### src/rtl/sobel_controlador.sv
// Sobel 3x3 edge-magnitude custom-instruction controller.
// Build option: SOBEL_THRESHOLD_EN (binarise output against dataa[7:0]).
module sobel_controlador (
  input  logic        clk,
  input  logic        reset_n,
  input  logic        clk_en,
  input  logic        start,
  input  logic [1:0]  n,
  input  logic [31:0] dataa,
  input  logic [31:0] datab,
  output logic [31:0] result,
  output logic        done,
  output logic        busy
);

  typedef enum logic [2:0] {
    IDLE, LOAD, CALC_X, CALC_Y, MAG, DONE
  } state_t;

  state_t             state_q, state_d;
  logic        [3:0]  cnt_q, cnt_d;
  logic signed [11:0] gx_q, gx_d;
  logic signed [11:0] gy_q, gy_d;
  logic        [7:0]  pix_q [9];
  logic        [7:0]  pix_d [9];
  logic        [31:0] last_q, last_d;
  logic        [31:0] res_q, res_d;
`ifdef SOBEL_THRESHOLD_EN
  logic        [7:0]  thr_q, thr_d;
`endif

  logic               ydir;
  logic        [2:0]  cf;
  logic        [7:0]  cur;
  logic        [9:0]  prod;
  logic signed [11:0] term;
  logic signed [11:0] acc_in;
  logic signed [11:0] acc_out;
  logic        [11:0] ax;
  logic        [11:0] ay;
  logic        [11:0] msum;
  logic        [7:0]  sat;
  logic        [7:0]  pixel;
  logic               unused_in;

  assign unused_in = ^{dataa, datab};

  // {negate, magnitude} of the kernel tap k for the X or Y kernel
  function automatic logic [2:0] coef(
    input logic       y,
    input logic [3:0] k
  );
    logic [2:0] c;
    c = 3'b000;
    if (!y) begin
      case (k)
        4'd0, 4'd6: c = 3'b101;
        4'd2, 4'd8: c = 3'b001;
        4'd3:       c = 3'b110;
        4'd5:       c = 3'b010;
        default:    c = 3'b000;
      endcase
    end else begin
      case (k)
        4'd0, 4'd2: c = 3'b101;
        4'd1:       c = 3'b110;
        4'd6, 4'd8: c = 3'b001;
        4'd7:       c = 3'b010;
        default:    c = 3'b000;
      endcase
    end
    return c;
  endfunction

  // shift-add datapath: one tap per cycle plus the magnitude stage
  always_comb begin
    ydir    = (state_q == CALC_Y);
    cf      = coef(ydir, cnt_q);
    cur     = (cnt_q <= 4'd8) ? pix_q[cnt_q] : 8'd0;
    prod    = 10'd0;
    if (cf[1:0] == 2'd1) prod = {2'b00, cur};
    if (cf[1:0] == 2'd2) prod = {1'b0, cur, 1'b0};
    term    = signed'({2'b00, prod});
    acc_in  = ydir ? gy_q : gx_q;
    acc_out = cf[2] ? (acc_in - term) : (acc_in + term);
    ax      = gx_q[11] ? 12'(-gx_q) : 12'(gx_q);
    ay      = gy_q[11] ? 12'(-gy_q) : 12'(gy_q);
    msum    = ax + ay;
    sat     = (msum > 12'd255) ? 8'hFF : msum[7:0];
`ifdef SOBEL_THRESHOLD_EN
    pixel   = (sat >= thr_q) ? 8'hFF : 8'h00;
`else
    pixel   = sat;
`endif
  end

  // next-state, window/accumulator updates and outputs
  always_comb begin
    state_d = state_q;
    cnt_d   = cnt_q;
    gx_d    = gx_q;
    gy_d    = gy_q;
    pix_d   = pix_q;
    last_d  = last_q;
    res_d   = res_q;
`ifdef SOBEL_THRESHOLD_EN
    thr_d   = thr_q;
`endif
    busy    = (state_q != IDLE);
    done    = (state_q == DONE);
    result  = (state_q == DONE) ? res_q : 32'd0;
    if (clk_en) begin
      unique case (state_q)
        IDLE: begin
          if (start) begin
            unique case (n)
              2'd0: begin
                // load commits at acceptance so done lands next cycle
                for (int i = 0; i < 9; i++)
                  if (dataa[3:0] == 4'(i)) pix_d[i] = datab[7:0];
                res_d = (dataa[3:0] <= 4'd8) ?
                        {28'd0, dataa[3:0]} : 32'hFFFF_FFFF;
                state_d = DONE;
              end
              2'd1: begin
                gx_d    = '0;
                gy_d    = '0;
                cnt_d   = '0;
`ifdef SOBEL_THRESHOLD_EN
                thr_d   = dataa[7:0];
`endif
                state_d = CALC_X;
              end
              2'd2: begin
                res_d   = last_q;
                state_d = DONE;
              end
              2'd3: begin
                for (int i = 0; i < 9; i++) pix_d[i] = 8'd0;
                res_d   = 32'd0;
                state_d = DONE;
              end
            endcase
          end
        end
        LOAD: state_d = DONE;
        CALC_X: begin
          gx_d  = acc_out;
          cnt_d = cnt_q + 4'd1;
          if (cnt_q == 4'd8) begin
            cnt_d   = '0;
            state_d = CALC_Y;
          end
        end
        CALC_Y: begin
          gy_d  = acc_out;
          cnt_d = cnt_q + 4'd1;
          if (cnt_q == 4'd8) begin
            cnt_d   = '0;
            state_d = MAG;
          end
        end
        MAG: begin
          res_d   = {24'd0, pixel};
          last_d  = {24'd0, pixel};
          state_d = DONE;
        end
        DONE:    state_d = IDLE;
        default: state_d = IDLE;
      endcase
    end
  end

  // state registers with asynchronous clear
  always_ff @(posedge clk or negedge reset_n) begin
    if (!reset_n) begin
      state_q <= IDLE;
      cnt_q   <= '0;
      gx_q    <= '0;
      gy_q    <= '0;
      last_q  <= '0;
      res_q   <= '0;
      for (int i = 0; i < 9; i++) pix_q[i] <= '0;
`ifdef SOBEL_THRESHOLD_EN
      thr_q   <= '0;
`endif
    end else begin
      state_q <= state_d;
      cnt_q   <= cnt_d;
      gx_q    <= gx_d;
      gy_q    <= gy_d;
      last_q  <= last_d;
      res_q   <= res_d;
      for (int i = 0; i < 9; i++) pix_q[i] <= pix_d[i];
`ifdef SOBEL_THRESHOLD_EN
      thr_q   <= thr_d;
`endif
    end
  end

endmodule

### config.mk
export PLATFORM = sky130hd
export DESIGN_NAME = sobel_controlador
export DESIGN_NICKNAME = d
export VERILOG_FILES = /design/src/rtl/sobel_controlador.sv
export SDC_FILE = /design/constraint.sdc
export NUM_CORES = 1
export LEC_CHECK = 0
export CORE_MARGIN = 1.5
export CORE_UTILIZATION = 56
export DETAILED_ROUTE_END_ITERATION = 12
export GPL_TIMING_DRIVEN = 0
export MAX_ROUTING_LAYER = met4
export PLACE_DENSITY_LB_ADDON = 0.12
export SLEW_MARGIN = 20
export SYNTH_ARGS = -nofsm -noshare
export SYNTH_HDL_FRONTEND = slang
export SYNTH_SLANG_ARGS = --single-unit
### constraint.sdc
create_clock -name clk -period 6.05 [get_ports clk]
set_clock_uncertainty 0.05 [all_clocks]
set_input_delay 1.815 -clock clk [delete_from_list [all_inputs] [get_ports clk]]
set_output_delay 1.815 -clock clk [all_outputs]
set_load 0.02 [all_outputs]
==> run_results.csv, run 1 <==
group,metric,value,unit
timing,finalCritPeriodShare,88.83,%
timing,slew_headroom,15.12,%
power,p_seq_share,21.9,%
floorplan,die_w,121.8,microns
power,switching_share,44.43,%
global_routing,grt_pass1_wl,32260,microns
setup_path,worstPathArrival,5.62,ns
layout,final_layout_size_suffix_gt1_share,19.07,%
worst_hold_path,hp-class,"reg2reg",
clocking,cts_setup_buffers,0,
drt,viasPerCell,5.955,
power,power,6554,uW
timing,min_period,5.374,ns
timing,hold_viol,0,
drt,wl_met2,10290,microns
clocking,clk_latency,0.42,ns
layout,final_area,9291,sq um
synthesis,ys_types,64,
drt,drt-met1-wl,8107,microns
run_status,status,"finished clean",
setup_path,path_class,"reg2reg",
power,leakagePower,0.003945,uW
synthesis,synth_area,7905,sq um
clocking,post_cts_resized,0,
layout,layout_commonest_cell,"dfrtp_1",
worst_hold_path,hold_depth,1,
layout,area_growth,17.54,%
power,powerDensity,705.4,nW/um^2
drt,vias,6443,
synthesis,yosysWarningCount,0,
drt,wl_per_cell,18.49,microns
timing,worst_slew_pin_slew,1.273,ns
drt,dr.pass1.iters,5,
clocking,cts_tree,"built",
layout,antenna_cells,0,
layout,final_cell_mix,"120 x dfrtp_1, 85 x nand2_1, 74 x mux2_2, 51 x nor2_1, 50 x a21oi_1",
clocking,h-tree-depth,4,
synthesis,synth_seq_cells,120,
floorplan,initial_core_util,57.17,%
power,combPwrFrac,62.2,%
power,pwr-share-clk,15.9,%
placement,gp_congestion,0.8848,
run,maxCapViolations,0,
synthesis,synth_edf_count,0,
synthesis,async_reset_ff_share,100.0,%
worst_hold_path,min_to,"pix_q[45]$_DFFE_PN0P_",
floorplan,die_area,14840,sq um
synthesis,ys_seq_area_share,37.99,%
global_routing,grt_overflow_total,0,
setup_path,r2r-start,"cnt_q[1]$_DFFE_PN0P_",
worst_hold_path,hp-start,"pix_q[45]$_DFFE_PN0P_",
floorplan,rows,43,
setup_path,cp-startpoint,"cnt_q[1]$_DFFE_PN0P_",
drt,drt_iter0_markers,408,
global_routing,grt_max_degree,82,
clocking,clkSinkCount,120,
setup_path,r2r_end,"gy_q[11]$_DFFE_PN0P_",
synthesis,synth_area_per_cell,9.652,sq um
global_routing,antenna_found_initial,0,
clocking,cts.clk_slew.worst_paths,0.06,ns
setup_path,end_kind,"register",
clocking,cts-root-buf,"clkbuf_16",
timing,maxSlewViolCount,0,
timing,fmax,0.1861,GHz
placement,portBuffers,50,
placement,place_area,8660,sq um
global_routing,grt_pass1_vias,6570,
clocking,cts_buffers,17,
timing,grt_setup_unrepaired,"no",
drt,ant_nets,0,
power,p_switching,2912,uW
floorplan,core,13830,sq um
drt,drc,0,
clocking,clockBufferDepth,2,
power,internal_power,3642,uW
floorplan,die_y,121.8,microns
setup_path,reg2regPathDepth,19,
timing,setup_viol,0,
drt,top_layer_used,"met4",
placement,dp.final_hpwl,14360,microns
setup_path,start_kind,"register",
setup_path,crit_fanout,10,
clocking,cts_hold_buf,0,
global_routing,grt_usage,29.22,%
power,ir_drop,0.3595,mV
layout,nets,990,
synthesis,syn-num-nets,920,
synthesis,syn_inst,819,
drt,drt_wl_total,20010,microns
synthesis,synth_flop_cell,"dfrtp_1",
floorplan,top_level_ports,104,
drt,met3WireLength,897,microns
setup_path,rrSetupSlack,0.68,ns
setup_path,cp.required,6.30,ns
==> power by group through the flow <==
stage / logic [uW] / clock network, uW / registers, uW
6_report: 4080 / 1040 / 1430
5_1_grt: 4480 / 1090 / 1480
4_1_cts: 4070 / 1050 / 1430
3_5_place_dp: 4040 / 0 / 1440
3_3_place_gp: 3880 / 0 / 1410
2_1_floorplan: 3160 / 0 / 1350
==> cells by family (layout without fill, tap and decap cells) <==
kind of cell / after synthesis / in the layout / share of synthesized area [%]
buffers and inverters: 85 / 168 / 5.730
muxes: 100 / 100 / 14.34
and+or+nand+nor: 246 / 246 / 15.56
DFF: 120 / 120 / 37.99
xor gates and xnor gates: 43 / 43 / 4.764
adders and majority gates: 31 / 31 / 5.097
AOI/OAI and AO/OA: 194 / 194 / 16.52
==> cell usage after synthesis (all sizes together), types with 10 or more instances <==
cell type | count | area [sq um]
dfrtp | 120 | 3003
nand2 | 85 | 319.1
mux2 | 81 | 930.9
a21oi | 54 | 270.3
nor2 | 51 | 191.4
o21ai | 45 | 225.2
buf | 36 | 269.0
ha | 29 | 362.9
xnor2 | 29 | 254.0
clkbuf | 28 | 105.1
inv | 21 | 78.83
a22o | 20 | 175.2
and2 | 18 | 112.6
mux2i | 18 | 180.2
nand3b | 17 | 127.6
o22ai | 15 | 118.9
nand2b | 14 | 87.58
xor2 | 14 | 122.6
nand3 | 13 | 70.07
nor2b | 10 | 62.56
==> routing by layer <==
metal | GRT usage, % | up-vias
li1 | - | 3045
met1 | 32.89 | 3148
met2 | 49.72 | 200
met3 | 5.384 | 50
met4 | 14.85 | 0
met5 | - | -
==> worst max-delay path: stages (launching register included) <==
cell	delay, ns
dfrtp_1	0.43
clkbuf_1	0.31
inv_2	0.32
ha_1	0.24
or3b_1	0.39
a21o_1	0.21
nand2_1	0.10
nand2_1	0.13
o22a_1	0.28
ha_1	0.31
a21oi_1	0.26
ha_1	0.29
nor2b_1	0.14
o31a_1	0.27
o41ai_1	0.47
o2111ai_1	0.22
o211ai_1	0.15
xnor2_1	0.28
nor2_1	0.11
a221o_1	0.29
==> flip-flops by register name, summed over array words and instances, names as in the netlist <==
register  flops
res_q         9
pix_q        72
cnt_q         4
gy_q         12
state_q       3
gx_q         12
last_q        8
==> worst max path at each step <==
stage / slack, ns / cells after the start / endpoint
6_report: 0.68 / 19 / gy_q[11]$_DFFE_PN0P_
5_1_grt: 0.42 / 19 / gy_q[11]$_DFFE_PN0P_
4_1_cts: 0.70 / 19 / gy_q[11]$_DFFE_PN0P_
3_5_place_dp: 0.76 / 19 / gy_q[11]$_DFFE_PN0P_
3_3_place_gp: -1.30 / 1 / pix_q[43]$_DFFE_PN0P_
2_1_floorplan: 1.73 / 19 / gy_q[11]$_DFFE_PN0P_
==> area by class of cell <==
class	count	area, sq um
sequential	120	3003
tap	180	225.2
multi-input combinational	614	4469
inverter	21	78.83
fill	1068	4536
timing repair buffer	51	529.3
clock inverter	13	168.9
clock buffer	19	442.9
buffer	64	374.1
==> stage by stage <==
step           hold WS, ns  setup TNS [ns]  utilization [%]  instances  setup WS [ns]
2_1_floorplan       0.4128               0                -        819          1.733
3_3_place_gp        0.4337         -153.74            62.42       1049         -1.295
3_5_place_dp        0.4416               0            62.63       1050         0.7611
4_1_cts             0.4541               0            67.05       1082         0.6999
5_1_grt             0.4703               0            67.20       1082         0.4160
6_report            0.4551               0            67.20       1082         0.6758
(Power assumes the default switching activity.)
==> inputs of run 2 (changes only) <==
- CELL_PAD_IN_SITES_DETAIL_PLACEMENT: unset -> 0
- CELL_PAD_IN_SITES_GLOBAL_PLACEMENT: unset -> 1
- CORE_UTILIZATION: 56 -> 44
==> run 2 against run 1 <==
  * Clock power about the same
  * Utilization down 14 points
  * Register-to-register slack improved by 0.10 ns
  * Global-route usage down 5.6 points
==> run_results.csv, run 2 (synthesis gave the netlist of run 1 again) <==
group,metric,value,unit
run_status,status,"finished clean",
layout,final_layout_size_suffix_gt1_share,18.63,%
setup_path,path_class,"reg2reg",
clocking,cts-root-buf,"clkbuf_16",
setup_path,end_kind,"register",
setup_path,r2r_end,"gy_q[11]$_DFFE_PN0P_",
setup_path,critPathBufInv,2,
setup_path,critPathSlowestCell,"clkbuf_1",
power,p_switching,2979,uW
global_routing,grt_usage,23.63,%
clocking,cts_buffers,17,
setup_path,cp.depth,18,
floorplan,top_level_ports,104,
layout,top_register,"pix_q",
layout,final_cell_mix,"120 x dfrtp_1, 85 x nand2_1, 74 x mux2_2, 54 x a21oi_1, 51 x nor2_1",
floorplan,die_w,137.0,microns
global_routing,grt_overflow_total,0,
clocking,cts_setup_buffers,0,
placement,portBuffers,50,
timing,hold_viol,0,
power,switching_share,45.31,%
power,ir_drop,0.3172,mV
drt,drc,0,
drt,ant_nets,0,
global_routing,grt_max_degree,82,
floorplan,die_area,18780,sq um
power,pwr-share-clk,15.5,%
timing,min_period,5.273,ns
setup_path,worstPathArrival,5.52,ns
clocking,clk_latency,0.42,ns
timing,maxSlewViolCount,0,
drt,viasPerCell,5.545,
timing,finalCritPeriodShare,87.16,%
worst_hold_path,hp-start,"pix_q[28]$_DFFE_PN0P_",
power,p_seq_share,21.8,%
clocking,cts_tree,"built",
timing,slew_headroom,29.20,%
timing,grt_setup_unrepaired,"no",
power,combPwrFrac,62.7,%
run,maxCapViolations,0,
worst_hold_path,hp-class,"reg2reg",
placement,place_ws,0.8649,ns
clocking,cts.clk_slew.worst_paths,0.06,ns
setup_path,cp_top_family,"compound AO/OA/AOI/OAI gates",
floorplan,core,17420,sq um
global_routing,grt_pass1_vias,6304,
drt,vias,6249,
clocking,clockBufferDepth,2,
layout,antenna_cells,0,
setup_path,critPathMaxStageDelay,0.50,ns
floorplan,initial_core_util,45.39,%
clocking,post_cts_resized,0,
drt,dr.pass1.iters,5,
layout,nets,990,
clocking,h-tree-depth,4,
placement,dp.final_hpwl,15290,microns
floorplan,die_y,137.0,microns
setup_path,start_kind,"register",
worst_hold_path,min_to,"pix_q[28]$_DFFE_PN0P_",
worst_hold_path,hold_depth,1,
layout,area_growth,17.81,%
layout,largest_reg_flops,72,
power,powerDensity,705.9,nW/um^2
layout,top_regs,"pix_q (72), gx_q (12), gy_q (12)",
drt,drt_wl_total,20130,microns
global_routing,antenna_found_initial,0,
floorplan,rows,48,
drt,wl_per_cell,17.86,microns
setup_path,reg2regPathDepth,18,
timing,fin_ws,0.7768,ns
power,leakagePower,0.003948,uW
setup_path,cpMostUsedCell,"ha_1",
global_routing,grt_pass1_wl,33040,microns
placement,gp_congestion,0.8436,
layout,layout_commonest_cell,"dfrtp_1",
setup_path,crit_fanout,10,
placement,place_area,8721,sq um
clocking,clkSinkCount,120,
setup_path,rrSetupSlack,0.78,ns
timing,fmax,0.1896,GHz
layout,final_area,9313,sq um
setup_path,r2r-start,"cnt_q[1]$_DFFE_PN0P_",
setup_path,worstPathCellList,"clkbuf_1 > inv_2 > ha_1 > nor2b_1 > a21oi_1 > nand2_1 > o22a_1 > ha_1 > a21oi_1 > ha_1 > nor2b_1 > o31a_1 > o41ai_1 > o2111ai_1 > o211ai_1 > xnor2_1 > nor2_1 > a221o_1",
power,internal_power,3595,uW
timing,worst_slew_pin_slew,1.062,ns
setup_path,cp.required,6.30,ns
timing,setup_viol,0,
clocking,cts_hold_buf,0,
layout,fin_util,53.47,%
drt,drt_iter0_markers,366,
run 2: changes by cell type in the layout (fill, tap and decap cells not counted):
| cell | delta |
|---|---|
| clkinv_4 | +2 |
| clkinvlp_4 | -3 |
| inv_6 | +2 |
| bufinv_16 | -1 |
| a21oi_2 | -4 |
| inv_8 | +1 |
| clkbuf_8 | -1 |
| a21oi_1 | +4 |
run 2: cell type report:
type,count,area [sq um]
plain buffers,64,374.1
clock buffers,18,429.2
clock inverters,14,162.7
fillers,1614,8104
inverters,21,78.83
multi-input cells,614,4454
flip-flops and latches,120,3003
well taps,225,281.5
repair buffers,51,529.3
run 2: power by group through the flow:
stage | Combinational, uW | Sequential, uW | Clock (uW)
global placement | 3980 | 1430 | 0
finish | 4120 | 1440 | 1020
floorplan | 3160 | 1350 | 0
CTS | 4130 | 1430 | 1030
detailed placement | 4110 | 1450 | 0
global route | 4570 | 1490 | 1070
run 2: routing by layer:
layer	up-vias	wire, microns	track usage [%]
li1	3057	-	-
met1	3059	8696	27.55
met2	104	10420	41.62
met3	29	602	3.667
met4	0	413	7.661
met5	-	0	-
run 2: stage by stage:
stage	std cells	total power [uW]	hold slack, ns	setup TNS, ns
2_1_floorplan	819	4509	0.4128	0
3_3_place_gp	1094	5402	0.4332	-169.26
3_5_place_dp	1095	5554	0.4444	0
4_1_cts	1127	6592	0.4582	0
5_1_grt	1127	7122	0.4644	0
6_report	1127	6574	0.4538	0
run 2: worst max path at each step:
| stage | end | startpoint | slack (ns) |
|---|---|---|---|
| after floorplan | gy_q[11]$_DFFE_PN0P_ | cnt_q[1]$_DFFE_PN0P_ | 1.73 |
| after global placement | pix_q[29]$_DFFE_PN0P_ | reset_n | -1.42 |
| after detailed placement | gy_q[11]$_DFFE_PN0P_ | cnt_q[1]$_DFFE_PN0P_ | 0.86 |
| after CTS | gy_q[11]$_DFFE_PN0P_ | cnt_q[1]$_DFFE_PN0P_ | 0.80 |
| after global routing | gy_q[11]$_DFFE_PN0P_ | cnt_q[1]$_DFFE_PN0P_ | 0.33 |
| final | gy_q[11]$_DFFE_PN0P_ | cnt_q[1]$_DFFE_PN0P_ | 0.78 |
==> inputs of run 3 (changes only) <==
- CORE_MARGIN: 1.5 -> unset
- CORE_UTILIZATION: 44 -> 39
- HOLD_SLACK_MARGIN: unset -> 0.03
- clock period: 6.05 -> 4.2 ns (I/O delays scaled with it)
==> run 3 against run 2 <==
  * The run now ends with negative setup slack left
  * Hold slack got worse by 0.0014 ns
  * Maximum frequency rose by 25%
  * Final cell count rose by 6.5%
  * Count of clock-buffer cells in the layout fell by 1
  * Utilization fell by 2.4 points
  * Die area rose by 11%
  * Sequential cell count did not move
  * Setup slack got worse by 0.79 ns
  * Non-clock buffer count rose by 33
  * Sequential share of layout area fell by 2.3 points
  * Design area rose by 7.8%
  * First-iteration DRC count fell by 12%
  * Critical path type unchanged
  * Largest cell class unchanged
==> run_results.csv, run 3 (synthesis gave the netlist of run 1 again) <==
group,metric,value,unit
run_status,status,"finished, violations left",
run_status,violations,"negative setup slack",
layout,final_cell_mix,"119 x dfrtp_1, 82 x nand2_1, 74 x mux2_2, 57 x buf_4, 49 x clkdlybuf4s50_1",
global_routing,grt_max_degree,83,
timing,min_period,4.211,ns
setup_path,critPathMaxStageDelay,0.49,ns
global_routing,grt_pass1_wl,34450,microns
timing,hold_viol,0,
drt,drt_iter0_markers,321,
setup_path,worstPathCellList,"buf_6 > or2_1 > o22ai_1 > o22ai_4 > o32a_1 > a31oi_1 > xnor2_1 > ha_1 > o21a_1 > o31a_1 > o41ai_4 > o2111ai_1 > o211ai_1 > xnor2_2 > nor2_1 > a221o_1",
floorplan,die_w,144.4,microns
drt,vias,6504,
clocking,cts_tree,"built",
timing,maxSlewViolCount,0,
setup_path,critPathBufInv,1,
clocking,cts-root-buf,"clkbuf_16",
layout,fin_util,51.08,%
setup_path,path_class,"reg2reg",
floorplan,initial_core_util,40.22,%
timing,grt_setup_unrepaired,"yes",
floorplan,top_level_ports,104,
setup_path,cp_top_family,"compound AO/OA/AOI/OAI gates",
drt,ant_nets,0,
global_routing,grt_overflow_total,0,
floorplan,rows,51,
global_routing,grt_pass1_vias,6527,
timing,setup_viol,1,
drt,dr.pass1.iters,8,
placement,gp_congestion,0.8288,
timing,finalCritPeriodShare,100.3,%
worst_hold_path,hp-class,"reg2reg",
setup_path,critPathSlowestCell,"o22ai_1",
drt,viasPerCell,5.420,
layout,area_growth,27.00,%
layout,antenna_cells,0,
setup_path,crit_fanout,8,
layout,largest_reg_flops,72,
drt,drt_wl_total,21780,microns
layout,final_layout_size_suffix_gt1_share,27.81,%
layout,top_regs,"pix_q (72), gx_q (12), gy_q (12)",
drt,drc,0,
placement,dp.final_hpwl,15550,microns
clocking,h-tree-depth,4,
timing,fmax,0.2375,GHz
layout,top_register,"pix_q",
floorplan,core,19650,sq um
clocking,cts.clk_slew.worst_paths,0.06,ns
global_routing,grt_usage,22.61,%
floorplan,die_area,20840,sq um
setup_path,start_kind,"register",
clocking,clockBufferDepth,2,
clocking,clkSinkCount,120,
global_routing,antenna_found_initial,0,
setup_path,cp.required,4.45,ns
setup_path,worstPathArrival,4.46,ns
clocking,cts_hold_buf,0,
placement,place_ws,-0.8370,ns
timing,fin_ws,-0.01128,ns
layout,layout_commonest_cell,"dfrtp_1",
layout,nets,1023,
drt,wl_per_cell,18.15,microns
timing,slew_headroom,25.38,%
floorplan,die_y,144.4,microns
placement,portBuffers,50,
run,maxCapViolations,0,
timing,hold_slack,0.4524,ns
setup_path,end_kind,"register",
timing,worst_slew_pin_slew,1.119,ns
clocking,clk_latency,0.43,ns
clocking,cts_buffers,17,
==> run 3: cell types whose count changed in the layout (fill, tap and decap cells not counted), sizes merged <==
cell | before | now
inv | 27 | 31
buf | 38 | 73
clkinvlp | 1 | 2
bufinv | 2 | 1
clkinv | 5 | 2
clkbuf | 46 | 43
==> run 3: area by class of cell <==
| type | instances | area, sq um |
|---|---|---|
| Buffer | 62 | 421.7 |
| Clock buffer | 17 | 425.4 |
| Clock inverter | 15 | 156.4 |
| Fill cell | 1855 | 9614 |
| Inverter | 21 | 93.84 |
| Multi-Input combinational cell | 614 | 4800 |
| Sequential cell | 120 | 3004 |
| Tap cell | 265 | 331.6 |
| Timing Repair Buffer | 86 | 807.0 |
==> run 3: what timing repair did <==
item | 4_1_cts | 5_1_grt
endpoints found under the setup margin | 38 | 33
buffers inserted | 26 | 9
gates resized for setup | 57 | 38
pin swaps | 29 | 32
==> run 3: final timing paths <==
| path | start | endpoint | slack [ns] | depth (start not counted) |
|---|---|---|---|---|
| worst min register to register | pix_q[56]$_DFFE_PN0P_ | pix_q[56]$_DFFE_PN0P_ | 0.45 | 1 |
| worst max register to register | cnt_q[2]$_DFFE_PN0P_ | gy_q[11]$_DFFE_PN0P_ | -0.01 | 16 |
| worst min-delay path | pix_q[56]$_DFFE_PN0P_ | pix_q[56]$_DFFE_PN0P_ | 0.45 | 1 |
| max in group asynchronous | reset_n | cnt_q[1]$_DFFE_PN0P_ | 2.65 | 2 |
| worst max-delay path | cnt_q[2]$_DFFE_PN0P_ | gy_q[11]$_DFFE_PN0P_ | -0.01 | 16 |
| min in group asynchronous | reset_n | res_q[6]$_DFFE_PN0P_ | 0.70 | 1 |
==> run 3: metal layers <==
| layer | part of all wire, % | vias up | global-route usage [%] |
|---|---|---|---|
| met5 | 0 | - | - |
| met4 | 2.2 | 0 | 8.975 |
| met3 | 2.6 | 32 | 3.709 |
| met2 | 52 | 105 | 39.63 |
| met1 | 43 | 3249 | 25.62 |
| li1 | - | 3118 | - |
==> run 3: metrics by stage <==
step,TNS (ns),std cells,cell area [sq um]
after floorplan,-0.04254,819,7920
after global placement,-338.14,1134,8752
after detailed placement,-13.08,1135,8781
after CTS,-0.1244,1192,9811
after global routing,-1.534,1200,10040
final,-0.01128,1200,10040
==> run 3: worst register-to-register path, delay by kind of cell, from the launching register on <==
| kind | cells | cell delay, ns |
|---|---|---|
| xor gates and xnor gates | 2 | 0.39 |
| DFF | 1 | 0.40 |
| and+or+nand+nor | 2 | 0.49 |
| AOI/OAI and AO/OA | 10 | 2.26 |
| adders and majority gates | 1 | 0.34 |
| buffers and inverters | 1 | 0.16 |
Power of run 3 is left out: the tool's default activity adds up to more than one toggle a clock period on the data nets, which glitch-free logic cannot reach.
